$ cat src/rtl/i2c_cmd_sequencer_pkg.sv
// ============================================================================
// Module   : i2c_seq_pkg
// Purpose  : Shared types and field layout for the I2C command sequencer.
// Revision : 1.0 - initial release
// ============================================================================
`default_nettype none

package i2c_seq_pkg;

    // Command entry layout: {op, addr[6:0], data[7:0]}
    localparam int CMD_W        = 16;
    localparam int CMD_DATA_LSB = 0;
    localparam int CMD_DATA_W   = 8;
    localparam int CMD_ADDR_LSB = 8;
    localparam int CMD_ADDR_W   = 7;
    localparam int CMD_OP_BIT   = 15;

    // Response record: {data[7:0], err, tries[1:0]}
    localparam int RSP_W        = 11;

    // Cycles allowed for the master to raise busy after a launch
    localparam int BUSY_WAIT    = 4;

    typedef enum logic [2:0] {
        ST_IDLE      = 3'd0,
        ST_LAUNCH    = 3'd1,
        ST_WAIT_BUSY = 3'd2,
        ST_WAIT_DONE = 3'd3,
        ST_RESP      = 3'd4,
        ST_GAP       = 3'd5
    } seq_state_e;

    typedef struct packed {
        logic [7:0] data;
        logic       err;
        logic [1:0] tries;
    } rsp_t;

endpackage

`default_nettype wire

$ cat src/rtl/i2c_cmd_sequencer_if.sv
// ============================================================================
// Module   : i2c_cmd_sequencer_if
// Purpose  : Host command/response and I2C master request/status bundle.
// Revision : 1.0 - initial release
// ============================================================================
`default_nettype none

interface i2c_cmd_sequencer_if;

    logic       cmd_valid;
    logic       cmd_ready;
    logic [6:0] cmd_addr;
    logic       cmd_op;
    logic [7:0] cmd_data;

    logic       rsp_valid;
    logic       rsp_ready;
    logic [7:0] rsp_data;
    logic       rsp_err;
    logic [1:0] rsp_tries;

    logic       m_newd;
    logic [7:0] m_din;
    logic [6:0] m_waddr;
    logic       m_op;
    logic       m_done;
    logic       m_ack_err;
    logic       m_busy;
    logic [7:0] m_dout;

    // Sequencer side
    modport slave (
        input  cmd_valid, cmd_addr, cmd_op, cmd_data, rsp_ready,
        input  m_done, m_ack_err, m_busy, m_dout,
        output cmd_ready, rsp_valid, rsp_data, rsp_err, rsp_tries,
        output m_newd, m_din, m_waddr, m_op
    );

    // Host and byte-master side
    modport master (
        output cmd_valid, cmd_addr, cmd_op, cmd_data, rsp_ready,
        output m_done, m_ack_err, m_busy, m_dout,
        input  cmd_ready, rsp_valid, rsp_data, rsp_err, rsp_tries,
        input  m_newd, m_din, m_waddr, m_op
    );

endinterface

`default_nettype wire

$ cat src/rtl/i2c_cmd_sequencer_fifo.sv
// ============================================================================
// Module   : i2c_cmd_fifo
// Purpose  : Synchronous command FIFO with full/empty flags.
// Revision : 1.0 - initial release
// ============================================================================
`default_nettype none

module i2c_cmd_fifo #(
    parameter int DEPTH = 4,
    parameter int WIDTH = 16
) (
    input  logic             clk,
    input  logic             rst,
    input  logic             i_push,
    input  logic [WIDTH-1:0] i_wdata,
    input  logic             i_pop,
    output logic [WIDTH-1:0] o_rdata,
    output logic             o_full,
    output logic             o_empty
);

    localparam int AW = $clog2(DEPTH);
    localparam int CW = AW + 1;

    logic [WIDTH-1:0] mem_q [DEPTH];
    logic [AW-1:0]    wr_ptr_q, wr_ptr_d;
    logic [AW-1:0]    rd_ptr_q, rd_ptr_d;
    logic [CW-1:0]    count_q,  count_d;
    logic             w_do_push;
    logic             w_do_pop;

    assign o_full    = (count_q == CW'(DEPTH));
    assign o_empty   = (count_q == '0);
    assign o_rdata   = mem_q[rd_ptr_q];
    assign w_do_push = i_push && !o_full;
    assign w_do_pop  = i_pop && !o_empty;

    // Pointers wrap naturally because DEPTH is a power of two
    always_comb begin
        wr_ptr_d = wr_ptr_q + AW'(w_do_push);
        rd_ptr_d = rd_ptr_q + AW'(w_do_pop);
        count_d  = count_q + CW'(w_do_push) - CW'(w_do_pop);
    end

    always_ff @(posedge clk) begin
        if (rst) begin
            wr_ptr_q <= '0;
            rd_ptr_q <= '0;
            count_q  <= '0;
        end else begin
            wr_ptr_q <= wr_ptr_d;
            rd_ptr_q <= rd_ptr_d;
            count_q  <= count_d;
        end
    end

    always_ff @(posedge clk) begin
        if (w_do_push) begin
            mem_q[wr_ptr_q] <= i_wdata;
        end
    end

endmodule

`default_nettype wire

$ cat src/rtl/i2c_cmd_sequencer.sv
// ============================================================================
// Module   : i2c_cmd_sequencer
// Purpose  : Queues host I2C byte commands, launches them on the byte master
//            with retry, idle gap and watchdog, and returns one response each.
// Revision : 1.0 - initial release
// ============================================================================
`default_nettype none

module i2c_cmd_sequencer
    import i2c_seq_pkg::*;
#(
    parameter int DEPTH   = 4,
    parameter int RETRIES = 2,
    parameter int GAP     = 40,
    parameter int TIMEOUT = 50000
) (
    input  logic               clk,
    input  logic               rst,
    i2c_cmd_sequencer_if.slave bus
);

    localparam int GAP_CW = $clog2(GAP + 1);
    localparam int WD_RAW = $clog2(TIMEOUT + 1);
    localparam int WD_CW  = (WD_RAW > 3) ? WD_RAW : 3;

    seq_state_e        state_q,   state_d;
    logic [1:0]        tries_q,   tries_d;
    logic              retry_q,   retry_d;
    logic              err_q,     err_d;
    logic [7:0]        rdata_q,   rdata_d;
    logic [GAP_CW-1:0] gap_cnt_q, gap_cnt_d;
    logic [WD_CW-1:0]  wd_cnt_q,  wd_cnt_d;
    logic              m_newd_q,  m_newd_d;
    logic [7:0]        m_din_q,   m_din_d;
    logic [6:0]        m_waddr_q, m_waddr_d;
    logic              m_op_q,    m_op_d;
    logic              rsp_valid_q, rsp_valid_d;
    rsp_t              rsp_q,     rsp_d;

    logic              w_push;
    logic              w_pop;
    logic              w_full;
    logic              w_empty;
    logic [CMD_W-1:0]  w_head;
    logic [CMD_W-1:0]  w_cmd;

    assign w_cmd  = {bus.cmd_op, bus.cmd_addr, bus.cmd_data};
    assign w_push = bus.cmd_valid && !w_full;

    i2c_cmd_fifo #(
        .DEPTH (DEPTH),
        .WIDTH (CMD_W)
    ) u_fifo (
        .clk     (clk),
        .rst     (rst),
        .i_push  (w_push),
        .i_wdata (w_cmd),
        .i_pop   (w_pop),
        .o_rdata (w_head),
        .o_full  (w_full),
        .o_empty (w_empty)
    );

    always_comb begin
        state_d     = state_q;
        tries_d     = tries_q;
        retry_d     = retry_q;
        err_d       = err_q;
        rdata_d     = rdata_q;
        gap_cnt_d   = '0;
        wd_cnt_d    = '0;
        m_din_d     = m_din_q;
        m_waddr_d   = m_waddr_q;
        m_op_d      = m_op_q;
        // Request strobe trails the LAUNCH state by one register stage
        m_newd_d    = (state_q == ST_LAUNCH);
        rsp_d       = rsp_q;
        rsp_valid_d = rsp_valid_q && !bus.rsp_ready;
        w_pop       = 1'b0;

        case (state_q)
            ST_IDLE: begin
                if (!w_empty) begin
                    state_d   = ST_LAUNCH;
                    m_din_d   = w_head[CMD_DATA_LSB +: CMD_DATA_W];
                    m_waddr_d = w_head[CMD_ADDR_LSB +: CMD_ADDR_W];
                    m_op_d    = w_head[CMD_OP_BIT];
                    err_d     = 1'b0;
                    rdata_d   = 8'h00;
                end
            end
            ST_LAUNCH: begin
                state_d = ST_WAIT_BUSY;
            end
            ST_WAIT_BUSY: begin
                if (bus.m_busy) begin
                    state_d = ST_WAIT_DONE;
                end else if (wd_cnt_q == WD_CW'(BUSY_WAIT - 1)) begin
                    state_d = ST_RESP;
                    err_d   = 1'b1;
                end else begin
                    wd_cnt_d = wd_cnt_q + WD_CW'(1);
                end
            end
            ST_WAIT_DONE: begin
                // ack_err is only valid in the m_done cycle
                if (bus.m_done) begin
                    rdata_d = m_op_q ? bus.m_dout : 8'h00;
                    if (!bus.m_ack_err) begin
                        state_d = ST_RESP;
                        err_d   = 1'b0;
                    end else if (tries_q < 2'(RETRIES)) begin
                        tries_d = tries_q + 2'd1;
                        retry_d = 1'b1;
                        state_d = ST_GAP;
                    end else begin
                        state_d = ST_RESP;
                        err_d   = 1'b1;
                    end
                end else if (wd_cnt_q == WD_CW'(TIMEOUT - 1)) begin
                    state_d = ST_RESP;
                    err_d   = 1'b1;
                end else begin
                    wd_cnt_d = wd_cnt_q + WD_CW'(1);
                end
            end
            ST_RESP: begin
                if (!rsp_valid_q || bus.rsp_ready) begin
                    rsp_d.data  = rdata_q;
                    rsp_d.err   = err_q;
                    rsp_d.tries = tries_q;
                    rsp_valid_d = 1'b1;
                    w_pop       = 1'b1;
                    tries_d     = 2'd0;
                    state_d     = ST_GAP;
                end
            end
            ST_GAP: begin
                if (gap_cnt_q == GAP_CW'(GAP - 1)) begin
                    state_d = retry_q ? ST_LAUNCH : ST_IDLE;
                    retry_d = 1'b0;
                    rdata_d = 8'h00;
                end else begin
                    gap_cnt_d = gap_cnt_q + GAP_CW'(1);
                end
            end
            default: begin
                state_d = ST_IDLE;
            end
        endcase
    end

    always_ff @(posedge clk) begin
        if (rst) begin
            state_q     <= ST_IDLE;
            tries_q     <= 2'd0;
            retry_q     <= 1'b0;
            err_q       <= 1'b0;
            rdata_q     <= 8'h00;
            gap_cnt_q   <= '0;
            wd_cnt_q    <= '0;
            m_newd_q    <= 1'b0;
            m_din_q     <= 8'h00;
            m_waddr_q   <= 7'h00;
            m_op_q      <= 1'b0;
            rsp_valid_q <= 1'b0;
            rsp_q       <= '0;
        end else begin
            state_q     <= state_d;
            tries_q     <= tries_d;
            retry_q     <= retry_d;
            err_q       <= err_d;
            rdata_q     <= rdata_d;
            gap_cnt_q   <= gap_cnt_d;
            wd_cnt_q    <= wd_cnt_d;
            m_newd_q    <= m_newd_d;
            m_din_q     <= m_din_d;
            m_waddr_q   <= m_waddr_d;
            m_op_q      <= m_op_d;
            rsp_valid_q <= rsp_valid_d;
            rsp_q       <= rsp_d;
        end
    end

    assign bus.cmd_ready = !w_full;
    assign bus.rsp_valid = rsp_valid_q;
    assign bus.rsp_data  = rsp_q.data;
    assign bus.rsp_err   = rsp_q.err;
    assign bus.rsp_tries = rsp_q.tries;
    assign bus.m_newd    = m_newd_q;
    assign bus.m_din     = m_din_q;
    assign bus.m_waddr   = m_waddr_q;
    assign bus.m_op      = m_op_q;

endmodule

`default_nettype wire

$ cat src/flat_wrapper.sv
// flat-port wrapper written by rule: the top's interface ports become plain ports
module i2c_cmd_sequencer_flat import i2c_seq_pkg::*;
#(
    parameter int DEPTH   = 4,
    parameter int RETRIES = 2,
    parameter int GAP     = 40,
    parameter int TIMEOUT = 50000
)
  (clk, rst, bus_cmd_valid, bus_cmd_addr, bus_cmd_op, bus_cmd_data, bus_rsp_ready, bus_m_done, bus_m_ack_err, bus_m_busy, bus_m_dout, bus_cmd_ready, bus_rsp_valid, bus_rsp_data, bus_rsp_err, bus_rsp_tries, bus_m_newd, bus_m_din, bus_m_waddr, bus_m_op);
  i2c_cmd_sequencer_if bus_i ();
  input  logic clk;
  input  logic rst;
  input wire logic [$bits(bus_i.cmd_valid)-1:0] bus_cmd_valid;
  input wire logic [$bits(bus_i.cmd_addr)-1:0] bus_cmd_addr;
  input wire logic [$bits(bus_i.cmd_op)-1:0] bus_cmd_op;
  input wire logic [$bits(bus_i.cmd_data)-1:0] bus_cmd_data;
  input wire logic [$bits(bus_i.rsp_ready)-1:0] bus_rsp_ready;
  input wire logic [$bits(bus_i.m_done)-1:0] bus_m_done;
  input wire logic [$bits(bus_i.m_ack_err)-1:0] bus_m_ack_err;
  input wire logic [$bits(bus_i.m_busy)-1:0] bus_m_busy;
  input wire logic [$bits(bus_i.m_dout)-1:0] bus_m_dout;
  output wire logic [$bits(bus_i.cmd_ready)-1:0] bus_cmd_ready;
  output wire logic [$bits(bus_i.rsp_valid)-1:0] bus_rsp_valid;
  output wire logic [$bits(bus_i.rsp_data)-1:0] bus_rsp_data;
  output wire logic [$bits(bus_i.rsp_err)-1:0] bus_rsp_err;
  output wire logic [$bits(bus_i.rsp_tries)-1:0] bus_rsp_tries;
  output wire logic [$bits(bus_i.m_newd)-1:0] bus_m_newd;
  output wire logic [$bits(bus_i.m_din)-1:0] bus_m_din;
  output wire logic [$bits(bus_i.m_waddr)-1:0] bus_m_waddr;
  output wire logic [$bits(bus_i.m_op)-1:0] bus_m_op;
  assign bus_i.cmd_valid = bus_cmd_valid;
  assign bus_i.cmd_addr = bus_cmd_addr;
  assign bus_i.cmd_op = bus_cmd_op;
  assign bus_i.cmd_data = bus_cmd_data;
  assign bus_i.rsp_ready = bus_rsp_ready;
  assign bus_i.m_done = bus_m_done;
  assign bus_i.m_ack_err = bus_m_ack_err;
  assign bus_i.m_busy = bus_m_busy;
  assign bus_i.m_dout = bus_m_dout;
  assign bus_cmd_ready = bus_i.cmd_ready;
  assign bus_rsp_valid = bus_i.rsp_valid;
  assign bus_rsp_data = bus_i.rsp_data;
  assign bus_rsp_err = bus_i.rsp_err;
  assign bus_rsp_tries = bus_i.rsp_tries;
  assign bus_m_newd = bus_i.m_newd;
  assign bus_m_din = bus_i.m_din;
  assign bus_m_waddr = bus_i.m_waddr;
  assign bus_m_op = bus_i.m_op;
  i2c_cmd_sequencer #(.DEPTH(DEPTH), .RETRIES(RETRIES), .GAP(GAP), .TIMEOUT(TIMEOUT)) u_core (.clk(clk), .rst(rst), .bus(bus_i));
endmodule
$ cat config.mk
export PLATFORM = sky130hd
export DESIGN_NAME = i2c_cmd_sequencer_flat
export DESIGN_NICKNAME = d
export VERILOG_FILES = /design/src/rtl/i2c_cmd_sequencer_pkg.sv /design/src/rtl/i2c_cmd_sequencer_if.sv /design/src/rtl/i2c_cmd_sequencer_fifo.sv /design/src/rtl/i2c_cmd_sequencer.sv /design/src/flat_wrapper.sv
export SDC_FILE = /design/constraint.sdc
export NUM_CORES = 1
export LEC_CHECK = 0
export CAP_MARGIN = 10
export CORE_MARGIN = 1
export CORE_UTILIZATION = 60
export CTS_BUF_LIST = sky130_fd_sc_hd__clkbuf_8 sky130_fd_sc_hd__clkbuf_16
export DETAILED_ROUTE_END_ITERATION = 16
export PLACE_DENSITY_LB_ADDON = 0.05
export SETUP_SLACK_MARGIN = 0.5
export SYNTH_ARGS = -nofsm -noshare
export SYNTH_HDL_FRONTEND = slang
export SYNTH_SLANG_ARGS = --single-unit
$ cat constraint.sdc
create_clock -name clk -period 4.47 [get_ports clk]
set_input_delay 0.894 -clock clk [delete_from_list [all_inputs] [get_ports clk]]
set_output_delay 0.894 -clock clk [all_outputs]
set_load 0.01 [all_outputs]
# Yosys cells after proc, flatten, opt, wreduce, memory -nomap -nowiden
# Memories as Yosys holds them, arrays and structs flattened. A register that Yosys moved wholly into a read port is not among the register bits.
# Cells that the tools add are included.
[classes]
n_bitwise = 2
eq_ne = 20
n_addsub = 7
n_reduce_logical = 23
mux = 45
magnitude_cmp = 1
[ops]
columns = ["cell", "count"]
rows = [
  ["$mux W16", 4],
  ["$mux W8", 4],
  ["$pmux W16 S2", 1],
  ["$mux W3", 8],
  ["$pmux W8 S3", 1],
  ["$mux W1", 19],
  ["$pmux W3 S6", 1],
  ["$add A16 B1 Y16 const B", 1],
  ["$eq A16 B16 Y1 const B", 1],
  ["$eq A16 B2 Y1 const B", 1],
  ["$reduce_and A5 Y1", 3],
  ["$eq A3 B3 Y1 const B", 3],
  ["$mux W2", 4],
  ["$ne A2 B1 Y1 const B", 4],
  ["$ne A2 B2 Y1 const B", 4],
  ["$add A6 B1 Y6 const B", 1],
  ["$eq A3 B2 Y1 const B", 2],
  ["$eq A6 B6 Y1 const B", 1],
  ["$logic_not A3 Y1", 2],
  ["$ne A3 B2 Y1 const B", 2],
  ["$reduce_and A6 Y1", 1],
  ["$reduce_bool A3 Y1", 2],
  ["$add A2 B1 Y2", 2],
  ["$logic_and A1 B1 Y1", 4],
  ["16 further kinds", 22],
]
[word_totals]
in_bits = 31
register_bits = 57
output_inout_bits = 30
ramBits = 64
memories = 1
wordCells = 114
[mem_list]
columns = ["memory", "depth", "word_bits", "rd", "rd_ports_with_merged_regs", "write_ports", "line_no", "source"]
rows = [
  ["u_core.u_fifo.mem_q", 4, 16, 1, 1, 1, "i2c_cmd_sequencer_fifo.sv:25", "logic [WIDTH-1:0] mem_q [DEPTH];"],
]

# Logic depth before layout (Yosys ltp)
[depth]
depth_word = 6
depth_mapped = 10
depth_no_buf = 10

# Cells and area by module
# Synthesis repeated with hierarchy kept, for this count alone.
[unflattened]
cells_unflattened = 457
area_unflattened_um2 = 5425.2
[modules_own_cells]
columns = ["module", "area_per_inst_um2", "seq_area_each_um2", "instances", "cells_per_inst"]
rows = [
  ["i2c_cmd_sequencer", 2737.6, 1321.3, 1, 338],
  ["i2c_cmd_fifo", 2687.6, 2062.0, 1, 119],
]

# Worst setup path after synthesis
# OpenSTA, ideal clock, no wires.
[synth_timing]
path_kind = "input to register"
from = "input bus_cmd_valid"
to = "memory u_core.u_fifo.mem_q[0][0] (enable)"
setup_time_ns = 0.409
path_buffers = 0
t_required_ns = 4.061
path_slack_ns = 1.964
stages = 2
arrival_time_ns = 2.096
cell_sequence = "nand2_1 -> nor3_1"
[synth_via]
elab_chain_len = 4
[synth_rtl]
columns = ["element", "line_no", "source"]
rows = [
  ["from (decl)", "flat_wrapper.sv:13", "input wire logic [$bits(bus_i.cmd_valid)-1:0] bus_cmd_valid;"],
  ["$logic_and A1 B1 Y1", "i2c_cmd_sequencer.sv:48", "assign w_push = bus.cmd_valid && !w_full;"],
  ["$logic_and A1 B1 Y1", "i2c_cmd_sequencer_fifo.sv:35", "assign w_do_push = i_push && !o_full;"],
  ["$mux W1", "i2c_cmd_sequencer_fifo.sv:58", "if (w_do_push) begin"],
  ["$mux W1 (implied by the code)", "i2c_cmd_sequencer_fifo.sv:59", "mem_q[wr_ptr_q] <= i_wdata;"],
  ["to (decl)", "i2c_cmd_sequencer_fifo.sv:25", ""],
]
# Every way passes these cells.

# Worst setup path after layout
[layout_timing]
from = "register u_core.state_q[2]"
to = "register u_core.u_fifo.count_q[2]"
[layout_via]
elab_chain_len = 4
[layout_rtl]
columns = ["element", "line_no", "source"]
rows = [
  ["from (decl)", "i2c_cmd_sequencer.sv:26", "seq_state_e state_q, state_d;"],
  ["from (signal assigned)", "i2c_cmd_sequencer.sv:169", "state_q <= state_d;"],
  ["$eq A3 B3 Y1", "i2c_cmd_sequencer.sv:81", "case (state_q)"],
  ["$mux W1", "i2c_cmd_sequencer.sv:81", ""],
  ["$logic_and A1 B1 Y1", "i2c_cmd_sequencer_fifo.sv:36", "assign w_do_pop = i_pop && !o_empty;"],
  ["$sub A3 B1 Y3", "i2c_cmd_sequencer_fifo.sv:42", "count_d = count_q + CW'(w_do_push) - CW'(w_do_pop);"],
  ["to (signal assigned)", "i2c_cmd_sequencer_fifo.sv:53", "count_q <= count_d;"],
  ["to (decl)", "i2c_cmd_sequencer_fifo.sv:28", "logic [CW-1:0] count_q, count_d;"],
]
# Every way passes these cells.
# A chain may end at the register's enable or synchronous reset.

==> qor.txt <==
Slew Viols, Final -> 0
Final setup skew -> 0.01104 ns
Clock Sink Count -> 137
Total number of vias -> 3709
Top_reg_cell synth -> dfxtp_1
Pleak -> 2.205 nW
Final setup fails -> 0
Fin crit period -> 3.013 ns
Yosys reg bits -> 137
GRT Total Usage -> 25.37%
Fin. Hold Viols -> 0
Drt wl/cell -> 17.46 um
HPWL after DPL -> 6.702 mm
Longest Clk Path Bufs -> 2
Crit share post-route -> 67.41%
Met2 Track Usage GR -> 43.36%
Vias in the first global route -> 3809
# DRC -> 0
FILL cells -> 613
Clk slew on worst S/H paths -> 0.06 ns
Hold buffers post-CTS -> 0
CTS Buf Count -> 17
Most frequent cells in the layout -> nand2_1 (73), dfxtp_1 (73), edfxtp_1 (64)
Pwr dens -> 548.3 nW/um2
Pwr Total -> 3.664 mW
Layout Area Growth over Synthesis -> 21.92%
Worst reg-to-reg path cell count -> 9
Setup_tns -> 0 ns
Core Area -> 8763 um2
Hold WS -> 0.4505 ns
Fin util -> 76.24%
Largest net degree at the start of global routing -> 55
Crit path max fanout -> 21
Max capacitance violation total -> 0
IO buf count -> 60
Initial Utilization -> 62.54%
Antenna Nets Post-Route -> 0
First-pass GRT wire length -> 18.53 mm
Crit path kind -> reg2reg
Post-CTS sizing -> 0
Die area -> 9520 um2
FF/Latch Area -> 3383 um2
Fmax -> 331.9 MHz
Hold Crit Depth -> 1
Syn_nets -> 496
Met3 global-route usage -> 5.396%
Required time worst endpoint -> 4.85 ns
Layout cell share with drive strength beyond 1 -> 12.38%
Reg-to-reg slack, setup -> 1.46 ns
Antenna cells -> 0
H-tree levels -> 4
Max-slew headroom -> 40.86%
Startpoint types -> flip-flop
DR iter-0 viols -> 233
Top Usage Layer GRT -> met2
Seq/Total Area, Yosys -> 61.74%
RSZ-0062 raised after global routing -> false
Drt pass-1 iters -> 4
Max rail drop VDD -> 456.6 uV
WP data arrival -> 3.39 ns
Worst min-delay path class -> reg2reg
GRT overflow -> 0
Post-synth EDFFs -> 64
# IOs -> 61
Setup bufs post-CTS -> 0
CTS tree -> done
DR vias/cell -> 5.786
Met1 usage in global routing -> 30.75%
FP Rows -> 34
Die W -> 97.57 um
Status -> completed
Routability cong. -> 0.8066
Initial antenna violation count -> 0
Later-pin clock latency in the skew report -> 0.52 ns
Worst Setup End Kind -> flip-flop
Placed insts -> 609
Drt total wl -> 11.19 mm
Cells after Synth -> 460
Least-Margin Pin Slew -> 0.8858 ns
Netlist cell types -> 52
Ys async rst share -> 0%
Die Ht -> 97.57 um
Root Driver -> clkbuf_8
Synth warn -> 0
Mean area per synthesized cell -> 11.91 um2
Fin nets -> 556
Area of the multi-input gates -> 1929 um2
Fin cells -> 641
Netlist Area Pre-Place -> 5480 um2
cell type report:
| class | instances | share of cell area [%] |
|---|---|---|
| Clock inverter | 15 | 2.341 |
| Multi-Input combinational cell | 291 | 28.88 |
| Tap cell | 108 | 2.022 |
| Sequential cell | 137 | 50.64 |
| Timing Repair Buffer | 65 | 9.476 |
| Inverter | 8 | 0.4494 |
| Clock buffer | 17 | 6.198 |
sequential cells by signal (all words and copies together) (netlist names):
signal and count:
u_core.bus.m_din 8, u_core.bus.m_newd 1, u_core.bus.m_op 1, u_core.bus.m_waddr 7, u_core.bus.rsp_data 8, u_core.bus.rsp_err 1
u_core.bus.rsp_tries 2, u_core.bus.rsp_valid 1, u_core.err_q 1, u_core.gap_cnt_q 6, u_core.rdata_q 8, u_core.retry_q 1
u_core.state_q 3, u_core.tries_q 2, u_core.u_fifo.count_q 3, u_core.u_fifo.mem_q 64, u_core.u_fifo.rd_ptr_q 2, u_core.u_fifo.wr_ptr_q 2
u_core.wd_cnt_q 16
routing by layer:
metal  vias to the layer above  part of all wire (%)  wire [um]
met1                      1818                    42       4703
met2                        92                    52       5822
met4                         0                   2.8        310
li1                       1774                     -          -
met3                        25                   3.2        353
met5                         -                     0          0
kinds of logic after synthesis:
kind of cell               Yosys count  share of synthesized area, %
DFF                                137                         61.74
AOI/OAI and AO/OA                   65                         7.694
and+or+nand+nor                    180                         15.55
buffers and inverters               32                         3.150
xor gates and xnor gates            24                         3.836
adders and majority gates            5                         1.279
muxes                               17                         6.758
metrics by stage:
step                      instance area, um2  worst slack, ns
final                                   6681            1.457
after global placement                  6111            1.250
after floorplan                         5480            1.964
after global routing                    6681            1.307
after detailed placement                6111            1.138
after CTS                               6681            1.493
synthesized netlist by cell type, drive strengths merged, types with 2 or more instances:
cell type  count  area share [%]
xor2          12             1.9
dfxtp         73              27
nor3           8            0.73
ha             4            0.91
a22oi          3            0.59
nand3         23             2.2
xnor2         12             1.9
a21oi         42             4.0
o21ai          2            0.18
or3            2            0.23
clkbuf        11            0.78
a31oi          2            0.23
o221ai         8             1.3
inv            8            0.55
and4           3            0.48
nand2b         8            0.91
nand2         73             5.0
buf           13             1.8
and3           6            0.69
nor4           2            0.34
nor2          39             2.8
nor2b          4            0.59
edfxtp        64              35
nand4          6            0.69
mux4          16             6.6
where the power goes:
part | switching [mW] | internal [mW] | total [mW]
Combinational | 0.440 | 0.322 | 0.762
Sequential | 0.100 | 1.46 | 1.56
Clock | 0.582 | 0.759 | 1.34
Total | 1.12 | 2.54 | 3.66
final timing paths:
| check | startpoint | end |
|---|---|---|
| setup / recovery | u_core.state_q[2]$_SDFFE_PP0P_ | u_core.u_fifo.count_q[2]$_SDFF_PP0_ |
| hold / removal | u_core.wd_cnt_q[0]$_SDFF_PP0_ | u_core.wd_cnt_q[0]$_SDFF_PP0_ |
| setup reg to reg | u_core.state_q[2]$_SDFFE_PP0P_ | u_core.u_fifo.count_q[2]$_SDFF_PP0_ |
| hold reg to reg | u_core.wd_cnt_q[0]$_SDFF_PP0_ | u_core.wd_cnt_q[0]$_SDFF_PP0_ |
critical path, stage by stage, from the launching register on:
cell and delay, ns:
dfxtp_1 0.76, or3b_4 0.49, nor2b_4 0.33, nand2_1 0.17, xnor2_1 0.17, ha_1 0.20
fa_1 0.38, xnor2_1 0.19, xnor2_1 0.14, nor2_1 0.05
No activity file was read; power rests on OpenSTA's default activity.
